## src/rtl/mem_bridge_pkg.sv

```systemverilog
`default_nettype none
// +--------------------------------------------------------------------+
// | mem_bridge_pkg: shared state encoding and defaults for the bridge   |
// | Revision: 1.0                                                      |
// +--------------------------------------------------------------------+
package mem_bridge_pkg;

  typedef enum logic [2:0] {
    IDLE   = 3'd0,
    RD_REQ = 3'd1,
    RD_CAP = 3'd2,
    WR_REQ = 3'd3,
    DONE   = 3'd4,
    FAULT  = 3'd5
  } bridge_state_t;

  localparam int DEFAULT_TIMEOUT_CYCLES = 1024;

endpackage
`default_nettype wire

```

## src/rtl/bridge_timeout_counter.sv

```systemverilog
`default_nettype none
// +--------------------------------------------------------------------+
// | bridge_timeout_counter: waitrequest cycle counter with terminal flag|
// | Revision: 1.0                                                      |
// +--------------------------------------------------------------------+
module bridge_timeout_counter #(
  parameter int CNT_W          = 16,
  parameter int TIMEOUT_CYCLES = 1024
) (
  input  logic clk,
  input  logic reset,
  input  logic clear,
  input  logic enable,
  output logic terminal
);

  logic [CNT_W-1:0] count;

  always_ff @(posedge clk) begin
    if (reset || clear) begin
      count <= '0;
    end else if (enable) begin
      count <= count + CNT_W'(1);
    end
  end

  generate
    if (TIMEOUT_CYCLES != 0) begin : g_timeout_on
      localparam logic [CNT_W-1:0] TERM = CNT_W'(TIMEOUT_CYCLES - 1);
      assign terminal = (count == TERM);
    end else begin : g_timeout_off
      assign terminal = 1'b0;
    end
  endgenerate

endmodule
`default_nettype wire

```

## src/rtl/avalon_mem_bridge.sv

```systemverilog
`default_nettype none
// +--------------------------------------------------------------------+
// | avalon_mem_bridge: CPU load/store request to Avalon-MM master port  |
// | Revision: 1.0                                                      |
// +--------------------------------------------------------------------+
module avalon_mem_bridge
  import mem_bridge_pkg::*;
#(
  parameter int TIMEOUT_CYCLES = DEFAULT_TIMEOUT_CYCLES,
  parameter int CNT_W          = 16
) (
  input  logic        clk,
  input  logic        reset,
  input  logic        req_read,
  input  logic        req_write,
  input  logic [31:0] req_address,
  input  logic [3:0]  req_byteenable,
  input  logic [31:0] req_writedata,
  output logic        stall,
  output logic [31:0] rdata,
  output logic        fault,
  output logic [31:0] address,
  output logic        read,
  output logic        write,
  output logic [3:0]  byteenable,
  output logic [31:0] writedata,
  input  logic        waitrequest,
  input  logic [31:0] readdata
);

  bridge_state_t state;
  logic          timeout_hit;
  logic          cnt_enable;
  logic          cnt_clear;
  logic          unused_addr_bits;

  assign unused_addr_bits = ^req_address[1:0];

  assign cnt_enable = waitrequest && ((state == RD_REQ) || (state == WR_REQ));
  assign cnt_clear  = (state == DONE);

  bridge_timeout_counter #(
    .CNT_W          (CNT_W),
    .TIMEOUT_CYCLES (TIMEOUT_CYCLES)
  ) u_timeout (
    .clk      (clk),
    .reset    (reset),
    .clear    (cnt_clear),
    .enable   (cnt_enable),
    .terminal (timeout_hit)
  );

  // In IDLE the CPU must be stalled in the same cycle it raises a request.
  always_comb begin
    stall = 1'b1;
    case (state)
      IDLE:    stall = req_read | req_write;
      DONE:    stall = 1'b0;
      default: stall = 1'b1;
    endcase
  end

  always_ff @(posedge clk) begin
    if (reset) begin
      state      <= IDLE;
      read       <= 1'b0;
      write      <= 1'b0;
      address    <= '0;
      byteenable <= '0;
      writedata  <= '0;
      rdata      <= '0;
      fault      <= 1'b0;
    end else begin
      case (state)
        IDLE: begin
          if (req_read && req_write) begin
            fault <= 1'b1;
            state <= FAULT;
          end else if (req_read) begin
            address    <= {req_address[31:2], 2'b00};
            byteenable <= req_byteenable;
            read       <= 1'b1;
            state      <= RD_REQ;
          end else if (req_write) begin
            if (req_byteenable != 4'b0000) begin
              address    <= {req_address[31:2], 2'b00};
              byteenable <= req_byteenable;
              writedata  <= req_writedata;
              write      <= 1'b1;
              state      <= WR_REQ;
            end else begin
              state <= DONE;
            end
          end
        end
        RD_REQ: begin
          if (!waitrequest) begin
            read  <= 1'b0;
            state <= RD_CAP;
          end else if (timeout_hit) begin
            read  <= 1'b0;
            fault <= 1'b1;
            state <= FAULT;
          end
        end
        RD_CAP: begin
          rdata <= readdata;
          state <= DONE;
        end
        WR_REQ: begin
          if (!waitrequest) begin
            write <= 1'b0;
            state <= DONE;
          end else if (timeout_hit) begin
            write <= 1'b0;
            fault <= 1'b1;
            state <= FAULT;
          end
        end
        DONE: begin
          read  <= 1'b0;
          write <= 1'b0;
          state <= IDLE;
        end
        FAULT: begin
          read  <= 1'b0;
          write <= 1'b0;
          fault <= 1'b1;
        end
        default: state <= IDLE;
      endcase
    end
  end

endmodule
`default_nettype wire

```

## config.mk

```make
export PLATFORM = sky130hd
export DESIGN_NAME = avalon_mem_bridge
export DESIGN_NICKNAME = d
export VERILOG_FILES = /design/src/rtl/mem_bridge_pkg.sv /design/src/rtl/bridge_timeout_counter.sv /design/src/rtl/avalon_mem_bridge.sv
export SDC_FILE = /design/constraint.sdc
export NUM_CORES = 1
export LEC_CHECK = 0
export CAP_MARGIN = 40
export CORE_ASPECT_RATIO = 0.8
export CORE_UTILIZATION = 40
export DETAILED_ROUTE_END_ITERATION = 6
export DONT_BUFFER_PORTS = 1
export PLACE_DENSITY_LB_ADDON = 0.08
export SETUP_SLACK_MARGIN = 0.1
export SLEW_MARGIN = 20
export SYNTH_ARGS = -nofsm -noshare
export SYNTH_HDL_FRONTEND = slang
export SYNTH_SLANG_ARGS = --single-unit
```

## constraint.sdc

```tcl
create_clock -name clk -period 2.5 [get_ports clk]
set_input_delay 0.75 -clock clk [delete_from_list [all_inputs] [get_ports clk]]
set_output_delay 0.75 -clock clk [all_outputs]
set_load 0.02 [all_outputs]
```

==> results of run 1 <==
==> Yosys cell counts (all sizes together) (9+ instances only) <==
cell type | instances | share of area, %
nand2 | 207 | 17
dfxtp | 120 | 51
a21oi | 73 | 7.8
mux2i | 35 | 7.5
clkbuf | 30 | 2.4
nor2 | 17 | 1.4
o21ai | 11 | 1.2
buf | 10 | 1.3
nor3 | 10 | 1.1
xnor2 | 9 | 1.7
==> metal layers <==
| metal | global-route usage (%) | vias to the layer above | part of all wire [%] |
|---|---|---|---|
| li1 | - | 1880 | - |
| met2 | 28.19 | 128 | 48 |
| met1 | 19.98 | 1687 | 41 |
| met3 | 8.333 | 13 | 9.6 |
| met4 | 8.156 | 0 | 1.4 |
| met5 | 0 | - | 0 |
==> worst paths after layout <==
path / from / end / slack [ns] / cells after the start
min: reset / writedata[22] / 0.41 / 1
max reg2reg: u_timeout.count[0] / u_timeout.count[14] / 0.56 / 5
max: state[0] / stall / 0.38 / 4
min reg2reg: u_timeout.count[15] / u_timeout.count[15] / 0.50 / 2
==> flip-flops by register name, indices dropped and copies added (netlist names) <==
signal and count:
fault 1, address 30, write 1, byteenable 4
state 3, writedata 32, u_timeout.count 16, rdata 32
read 1
==> metrics by stage <==
stage               total power, mW  utilization [%]  std cells  setup WS, ns
floorplan                     3.143                -        576        0.4452
finish                        5.742            47.35        726        0.3842
detailed placement            3.332            42.08        694        0.3678
global placement              3.306            42.08        694        0.4030
CTS                           5.820            47.35        726        0.3609
global route                  6.023            47.35        726        0.2510
==> worst reg2reg max path: stages, from the launching register on <==
cell and delay, ns:
dfxtp_1 0.39, ha_1 0.23, nand3_2 0.14, or4_1 0.60, or3_1 0.38, a21oi_1 0.14
==> report_power, final <==
| part | total (mW) | internal [mW] | switching (mW) |
|---|---|---|---|
| registers | 2.53 | 2.13 | 0.401 |
| logic | 0.750 | 0.308 | 0.442 |
| clock network | 2.46 | 1.58 | 0.884 |
| total | 5.74 | 4.02 | 1.73 |
==> cell families after synthesis <==
kind of cell / Yosys count / synth area share [%]
AOI/OAI and AO/OA: 93 / 10.56
xor gates and xnor gates: 11 / 2.049
adders and majority gates: 1 / 0.2661
buffers and inverters: 46 / 4.204
DFF: 120 / 51.09
muxes: 35 / 7.451
other: 1 / 0.07975
and+or+nand+nor: 268 / 24.30
==> final cells by class <==
class,instances,area (sq um),share of cell area (%)
well taps,148,185.2,3.409
flip-flops and latches,120,2402,44.22
repair buffers,10,100.1,1.842
clock inverters,13,171.4,3.155
clock buffers,19,432.9,7.969
inverters,6,22.52,0.4146
multi-input cells,410,2118,38.99
==> placed cells by master, fill, tap and decap left out, drive strengths merged, types with 9 or more instances in the layout <==
cell type / instances
xnor2: 9
o21ai: 11
nor2: 17
a21oi: 73
dfxtp: 120
nor3: 10
mux2i: 35
buf: 10
nand2: 207
inv: 9
clkbuf: 19
==> qor.csv, run 1 <==
metric,value,unit
DRT iter0 DRCs,168,
unrepaired setup endpoints after global routing,no,
Sink Count,120,
P_leak,1.954,nW
layout cells sized above 1,8.478,%
Finished Cell Area,0.005433,sq mm
Die H,98.98,um
maximum buffer depth of the clock tree,2,
number of diodes,0,
Crit. End Element,output port,
status,completed,
Max VDD drop,0.5374,mV
Clock Latency Late Sink,0.41,ns
Routed Antenna Nets,0,
crit-path max FO,13,
ys flop type,dfxtp_1,
Worst Path Buf+Inv,2,
"Seq/Total Area, Yosys",51.09,%
max-slew violations,0,
Post-synth EDFFs,0,
fin crit share,84.63,%
Most Frequent Cell on Critical Path,buf_4,
die width,123.2,um
CP arrival,1.37,ns
Vias,3708,
DR vias/cell,5.107,
clk slew on worst S/H paths,0.06,ns
Synth cell types,38,
cts hold-fix bufs,0,
core outline area,0.01147,sq mm
first-pass GRT wire length,16700,um
Post-Route WL,10830,um
IO Count,209,
fillers,1145,
Initial Utilization,40.98,%
initial antenna violation count,0,
row count,35,
Area growth syn-to-layout,15.54,%
die area,0.01220,sq mm
placed inst area,0.004828,sq mm
post-CTS setup repair buffer count,0,
cts bufs inserted,17,
max_cap viols,0,
crit-path cells,buf_4 -> nor2_1 -> o21ai_0 -> buf_4,
Worst Setup Path Type,flip-flop to output port,
pin count of the biggest net entering global routing,70,
Synth Instances,575,
routability cong.,0.7156,
number of global-route vias before repair,3403,
Hold WS,0.4088,ns
PwrDens,1057,mW/mm^2
HPWL after DPL,7294,um
post-route minimum period,2.116,ns
Hold WC Path Type,primary input to flip-flop,
CP top delay family,buffers and inverters,
drt first pass iters,5,
Yosys reg bits,120,
final worst clock skew,0.007579,ns
fin nets,671,
CTS H-Tree Depth,4,
gr usage total,17.71,%
CTS root buffer,clkbuf_16,
Startpoint Class,flip-flop,
CTS tree,yes,
mean post-synth cell area,8.177,sq um
CP max stage delay,0.33,ns
Crit-path slowest cell,dfxtp_1,
final hold vios,0,
Synth Cell Area,0.004702,sq mm
slew margin rel.,58.46,%
CP required,1.75,ns
synth warn,0,
Routed WL per cell,14.92,um
CTS resizes,0,
setup TNS,0,ns
setup violators final,0,
pin slew with the least headroom to its limit,0.6231,ns
drt drc,0,
fmax,0.4726,GHz
async set-reset flop share out of synthesis,0,%
port buffer count,0,
grt ovf,0,
No activity file was read; power rests on OpenSTA's default activity.
==> inputs of run 2 (changes only) <==
clock period = 1.9 ns   (was 2.5 ns; I/O delays follow)
==> run 2 against run 1 <==
Register-to-register slack worse by 0.38 ns. Routed wire length is 0.99% higher. Via count is 1.3% higher. Global-route usage is 0.56 points higher. Clock power is 41% higher. Count of clock-buffer cells in the layout is 3 higher. Final area is 4.8% higher. Non-clock buffer count is 16 higher. Cell count is 2.2% higher. Die area stayed put. Sequential power is 32% higher. Critical endpoint unchanged.
==> qor.csv, run 2 (synthesis gave the netlist of run 1 again) <==
metric,value,unit,change
status,completed,,
unrepaired setup endpoints after global routing,no,,
net switching power,2.256,mW,+31%
slew margin rel.,61.23,%,+2.8 points
row count,35,,unchanged
drt first pass iters,5,,unchanged
core outline area,0.01147,sq mm,unchanged
CTS root buffer,clkbuf_16,,
Finished Cell Area,0.005694,sq mm,+4.8%
DRT iter0 DRCs,167,,-0.60%
initial antenna violation count,0,,unchanged
placed inst area,0.004947,sq mm,+2.5%
clk slew on worst S/H paths,0.06,ns,about the same
Vias,3757,,+1.3%
Max VDD drop,0.6851,mV,+27%
Final Worst Setup Slack,0.1718,ns,-0.2124 ns
drt drc,0,,unchanged
fin crit share,90.96,%,
Initial Utilization,40.98,%,unchanged
Logic pwr share,14.1,%,+1.0 points
Startpoint Class,flip-flop,,
routability cong.,0.7382,,+3.2%
post-route minimum period,1.728,ns,
port buffer count,0,,unchanged
final worst clock skew,0.005428,ns,-0.002151 ns
first-pass GRT wire length,17340,um,+3.8%
most frequent cells in the layout,"207 x nand2_1, 115 x dfxtp_1, 71 x a21oi_1",,
cts bufs inserted,17,,unchanged
CTS H-Tree Depth,4,,unchanged
fillers,1136,,-0.79%
number of global-route vias before repair,3551,,+4.3%
Post-Route WL,10940,um,+0.99%
Flop pwr share,42.0,%,-2.0 points
Die H,98.98,um,unchanged
CP required,1.33,ns,-0.42 ns
CTS tree,yes,,
IO Count,209,,unchanged
Routed Antenna Nets,0,,unchanged
proportion of power drawn by the clock network,43.9,%,+1.0 points
Tot Pwr,7.940,mW,+38%
Hold WC Path Type,primary input to flip-flop,,
HPWL after DPL,7433,um,+1.9%
Routed WL per cell,14.74,um,-1.2%
"commonest non-fill, non-tap cell in the layout",nand2_1,,
pin slew with the least headroom to its limit,0.5801,ns,-0.04296 ns
CP arrival,1.16,ns,-0.21 ns
Post-Place Worst Slack,-0.004917,ns,-0.3727 ns
max-slew violations,0,,unchanged
die width,123.2,um,unchanged
maximum buffer depth of the clock tree,2,,unchanged
P_leak,2.073,nW,+6.1%
Area growth syn-to-layout,21.10,%,
Worst Setup Path Type,flip-flop to output port,,
die area,0.01220,sq mm,unchanged
sw frac,28.42,%,-1.7 points
fin nets,687,,+2.4%
DR vias/cell,5.063,,-0.86%
Clock Latency Late Sink,0.40,ns,about the same
grt ovf,0,,unchanged
Sink Count,120,,unchanged
number of diodes,0,,unchanged
PwrDens,1394,mW/mm^2,+32%
P_int,5.683,mW,+42%
crit-path max FO,2,,-11
setup TNS,0,ns,unchanged
Largest regs,"rdata: 32 flops, writedata: 32 flops, address: 30 flops",,
gr usage total,18.27,%,+0.56 points
setup violators final,0,,unchanged
max_cap viols,0,,unchanged
fmax,0.5787,GHz,
final hold vios,0,,unchanged
layout cells sized above 1,13.47,%,+5.0 points
pin count of the biggest net entering global routing,70,,unchanged
Crit. End Element,output port,,
## run 2: cell count changes in the layout (fill, tap and decap cells not counted), moves of 2 or more
cell,previous run,this run
buf_6,0,2
inv_6,3,0
clkbuf_1,2,0
clkbuf_8,0,5
clkinv_4,4,2
dfxtp_1,120,115
buf_4,8,20
dfxtp_2,0,4
buf_12,2,4
a21oi_1,73,71
a21oi_2,0,2
## run 2: worst paths after layout
check | start | end | slack [ns] | cells after the start
max | state[2] | stall | 0.17 | 3
min | reset | writedata[23] | 0.23 | 1
max reg2reg | u_timeout.count[1] | u_timeout.count[14] | 0.18 | 5
min reg2reg | u_timeout.count[15] | u_timeout.count[15] | 0.50 | 2
## run 2: power by group through the flow
stage | clock, mW | combinational [mW] | sequential (mW)
3_5_place_dp | 0 | 1.08 | 3.38
4_1_cts | 3.57 | 1.12 | 3.34
3_3_place_gp | 0 | 1.05 | 3.38
2_1_floorplan | 0 | 0.848 | 3.31
6_report | 3.48 | 1.12 | 3.33
5_1_grt | 3.69 | 1.26 | 3.37
## run 2: final cells by class
type | count | area, sq um | share of cell area [%]
Inverter | 6 | 22.52 | 0.3955
Multi-Input combinational cell | 410 | 2163 | 37.99
Tap cell | 148 | 185.2 | 3.252
Clock inverter | 10 | 165.2 | 2.900
Sequential cell | 120 | 2411 | 42.34
Timing Repair Buffer | 26 | 252.7 | 4.439
Clock buffer | 22 | 494.2 | 8.679
## run 2: repair_timing
action,CTS,global route
hold buffers,0,0
pin swaps,1,2
hold endpoints to repair,0,0
setup endpoints to repair,2,9
buffers inserted,2,3
gates resized for setup,10,8
## run 2: routing by layer
metal | up-vias | GRT usage (%) | wire (um)
li1 | 1911 | - | -
met1 | 1719 | 21.85 | 4718
met2 | 113 | 28.28 | 5041
met3 | 14 | 8.333 | 1012
met4 | 0 | 7.414 | 164
met5 | - | 0 | 0
## run 2: metrics by stage
step	util [%]	hold WS [ns]	cells
final	49.63	0.2321	742
after global routing	49.63	0.2077	742
after CTS	49.24	0.2115	740
after detailed placement	43.12	0.4912	706
after global placement	43.12	0.4874	706
after floorplan	-	0.4531	576
## run 2: worst max-delay path, cell delays in order (launching register included)
cell	delay, ns
dfxtp_1	0.32
buf_6	0.12
o21ai_2	0.18
buf_6	0.15
==> inputs of run 3 (changes only) <==
SETUP_SLACK_MARGIN = 0.2   (was 0.1)
==> run 3 against run 2 <==
Via count is 1.1% higher. Clock power shrank 10%. Critical path type unchanged. First-iteration DRC count rose by 32%.
==> qor.csv, run 3 (synthesis gave the netlist of run 1 again) <==
metric,value,unit,change
Vias,3798,,+1.1%
Post-Route WL,10910,um,-0.23%
initial antenna violation count,0,,unchanged
Worst Setup Path Type,flip-flop to output port,,
CTS root buffer,clkbuf_16,,
drt first pass iters,4,,-1
PwrDens,1344,mW/mm^2,-3.6%
cts hold-fix bufs,0,,unchanged
CP endpoint,stall,,
Critical Path Source,state[1],,
final worst clock skew,0.006518,ns,+0.001090 ns
Largest regs,"rdata: 32 flops, writedata: 32 flops, address: 30 flops",,
pin slew with the least headroom to its limit,0.5914,ns,+0.01135 ns
Sink Count,120,,unchanged
max_cap viols,0,,unchanged
fin crit share,90.33,%,-0.62 points
die area,0.01220,sq mm,unchanged
setup violators final,0,,unchanged
Routed Antenna Nets,0,,unchanged
DRT iter0 DRCs,221,,+32%
DR vias/cell,5.112,,+0.96%
Crit-path slowest cell,dfxtp_2,,
CTS H-Tree Depth,4,,unchanged
Final Worst Setup Slack,0.1837,ns,+0.01184 ns
fillers,1110,,-2.3%
status,completed,,
HPWL after DPL,7284,um,-2.0%
number of diodes,0,,unchanged
critical path depth,4,,+1
R2R depth,5,,unchanged
drt drc,0,,unchanged
crit-path max FO,2,,unchanged
FF-to-FF End,u_timeout.count[14],,
clk slew on worst S/H paths,0.05,ns,about the same
IO Count,209,,unchanged
fmax,0.5826,GHz,+0.69%
cts bufs inserted,17,,unchanged
Area growth syn-to-layout,20.44,%,
layout cells sized above 1,14.12,%,+0.65 points
"commonest non-fill, non-tap cell in the layout",nand2_1,,
maximum buffer depth of the clock tree,2,,unchanged
routability cong.,0.7937,,+7.5%
hold_sp,reset,,
Post-Place Worst Slack,-0.1072,ns,-0.1023 ns
die width,123.2,um,unchanged
core outline area,0.01147,sq mm,unchanged
Initial Utilization,40.98,%,unchanged
Clock Latency Late Sink,0.41,ns,about the same
Most Frequent Cell on Critical Path,buf_6,,
CP arrival,1.15,ns,about the same
post-route minimum period,1.716,ns,-0.01184 ns
Max VDD drop,0.7319,mV,+6.8%
reg2reg start,u_timeout.count[1],,
CP required,1.33,ns,about the same
slew margin rel.,60.48,%,-0.76 points
Hold WC Path Type,primary input to flip-flop,,
CP top delay family,flip-flops,,
Crit. End Element,output port,,
P_leak,2.057,nW,-0.78%
final hold vios,0,,unchanged
port buffer count,0,,unchanged
row count,35,,unchanged
Routed WL per cell,14.69,um,-0.36%
fin nets,688,,+0.15%
Startpoint Class,flip-flop,,
setup TNS,0,ns,unchanged
first-pass GRT wire length,17420,um,+0.48%
unrepaired setup endpoints after global routing,yes,,
Die H,98.98,um,unchanged
grt ovf,0,,unchanged
crit-path cells,buf_6 -> nor2_4 -> o21ai_2 -> buf_6,,
gr usage total,18.45,%,+0.18 points
Hold WS,0.2233,ns,-0.008810 ns
pin count of the biggest net entering global routing,70,,unchanged
final std cells w/o fill,743,,+0.13%
most frequent cells in the layout,"207 x nand2_1, 112 x dfxtp_1, 70 x a21oi_1",,
Tot Pwr,7.611,mW,-4.1%
CP max stage delay,0.32,ns,about the same
max-slew violations,0,,unchanged
placed instance count,702,,-0.57%
CTS tree,yes,,
Worst Path Buf+Inv,2,,unchanged
number of global-route vias before repair,3563,,+0.34%
r2r setup slk,0.22,ns,+0.04 ns
[run 3: report_power, final]
group          total (mW)  internal (mW)  switching (mW)
sequential           3.32           2.80           0.513
clock                3.12           1.99            1.13
combinational        1.17          0.535           0.639
[run 3: layer usage]
metal | part of all wire [%] | routed length [um] | GRT usage, % | up-vias
met3 | 9.6 | 1045 | 9.433 | 14
met5 | 0 | 0 | 0 | -
met2 | 47 | 5128 | 27.68 | 112
li1 | - | - | - | 1917
met1 | 42 | 4596 | 22.05 | 1755
met4 | 1.3 | 140 | 7.785 | 0
[run 3: worst min-delay path by stage]
stage / to / slack, ns / depth (start not counted)
6_report: writedata[20] / 0.22 / 1
5_1_grt: writedata[21] / 0.20 / 1
4_1_cts: writedata[20] / 0.20 / 1
3_5_place_dp: u_timeout.count[15] / 0.48 / 2
3_3_place_gp: u_timeout.count[15] / 0.47 / 2
2_1_floorplan: u_timeout.count[15] / 0.45 / 2
[run 3: stage by stage]
step,util [%],area [sq um]
2_1_floorplan,-,4755
3_3_place_gp,42.90,4922
3_5_place_dp,43.14,4950
4_1_cts,48.93,5614
5_1_grt,49.36,5663
6_report,49.36,5663
[run 3: layout make-up]
| type | count | area [sq um] | share of cell area [%] |
|---|---|---|---|
| flip-flops and latches | 120 | 2417 | 42.69 |
| inverters | 6 | 22.52 | 0.3977 |
| multi-input cells | 410 | 2168 | 38.29 |
| repair buffers | 27 | 287.8 | 5.082 |
| clock buffers | 20 | 456.7 | 8.065 |
| clock inverters | 12 | 125.1 | 2.209 |
| well taps | 148 | 185.2 | 3.270 |
[run 3: repair_timing]
item	in CTS	in global routing
pin swaps	5	5
resized for setup	11	8
setup endpoints to repair	10	7
buffers inserted	5	4
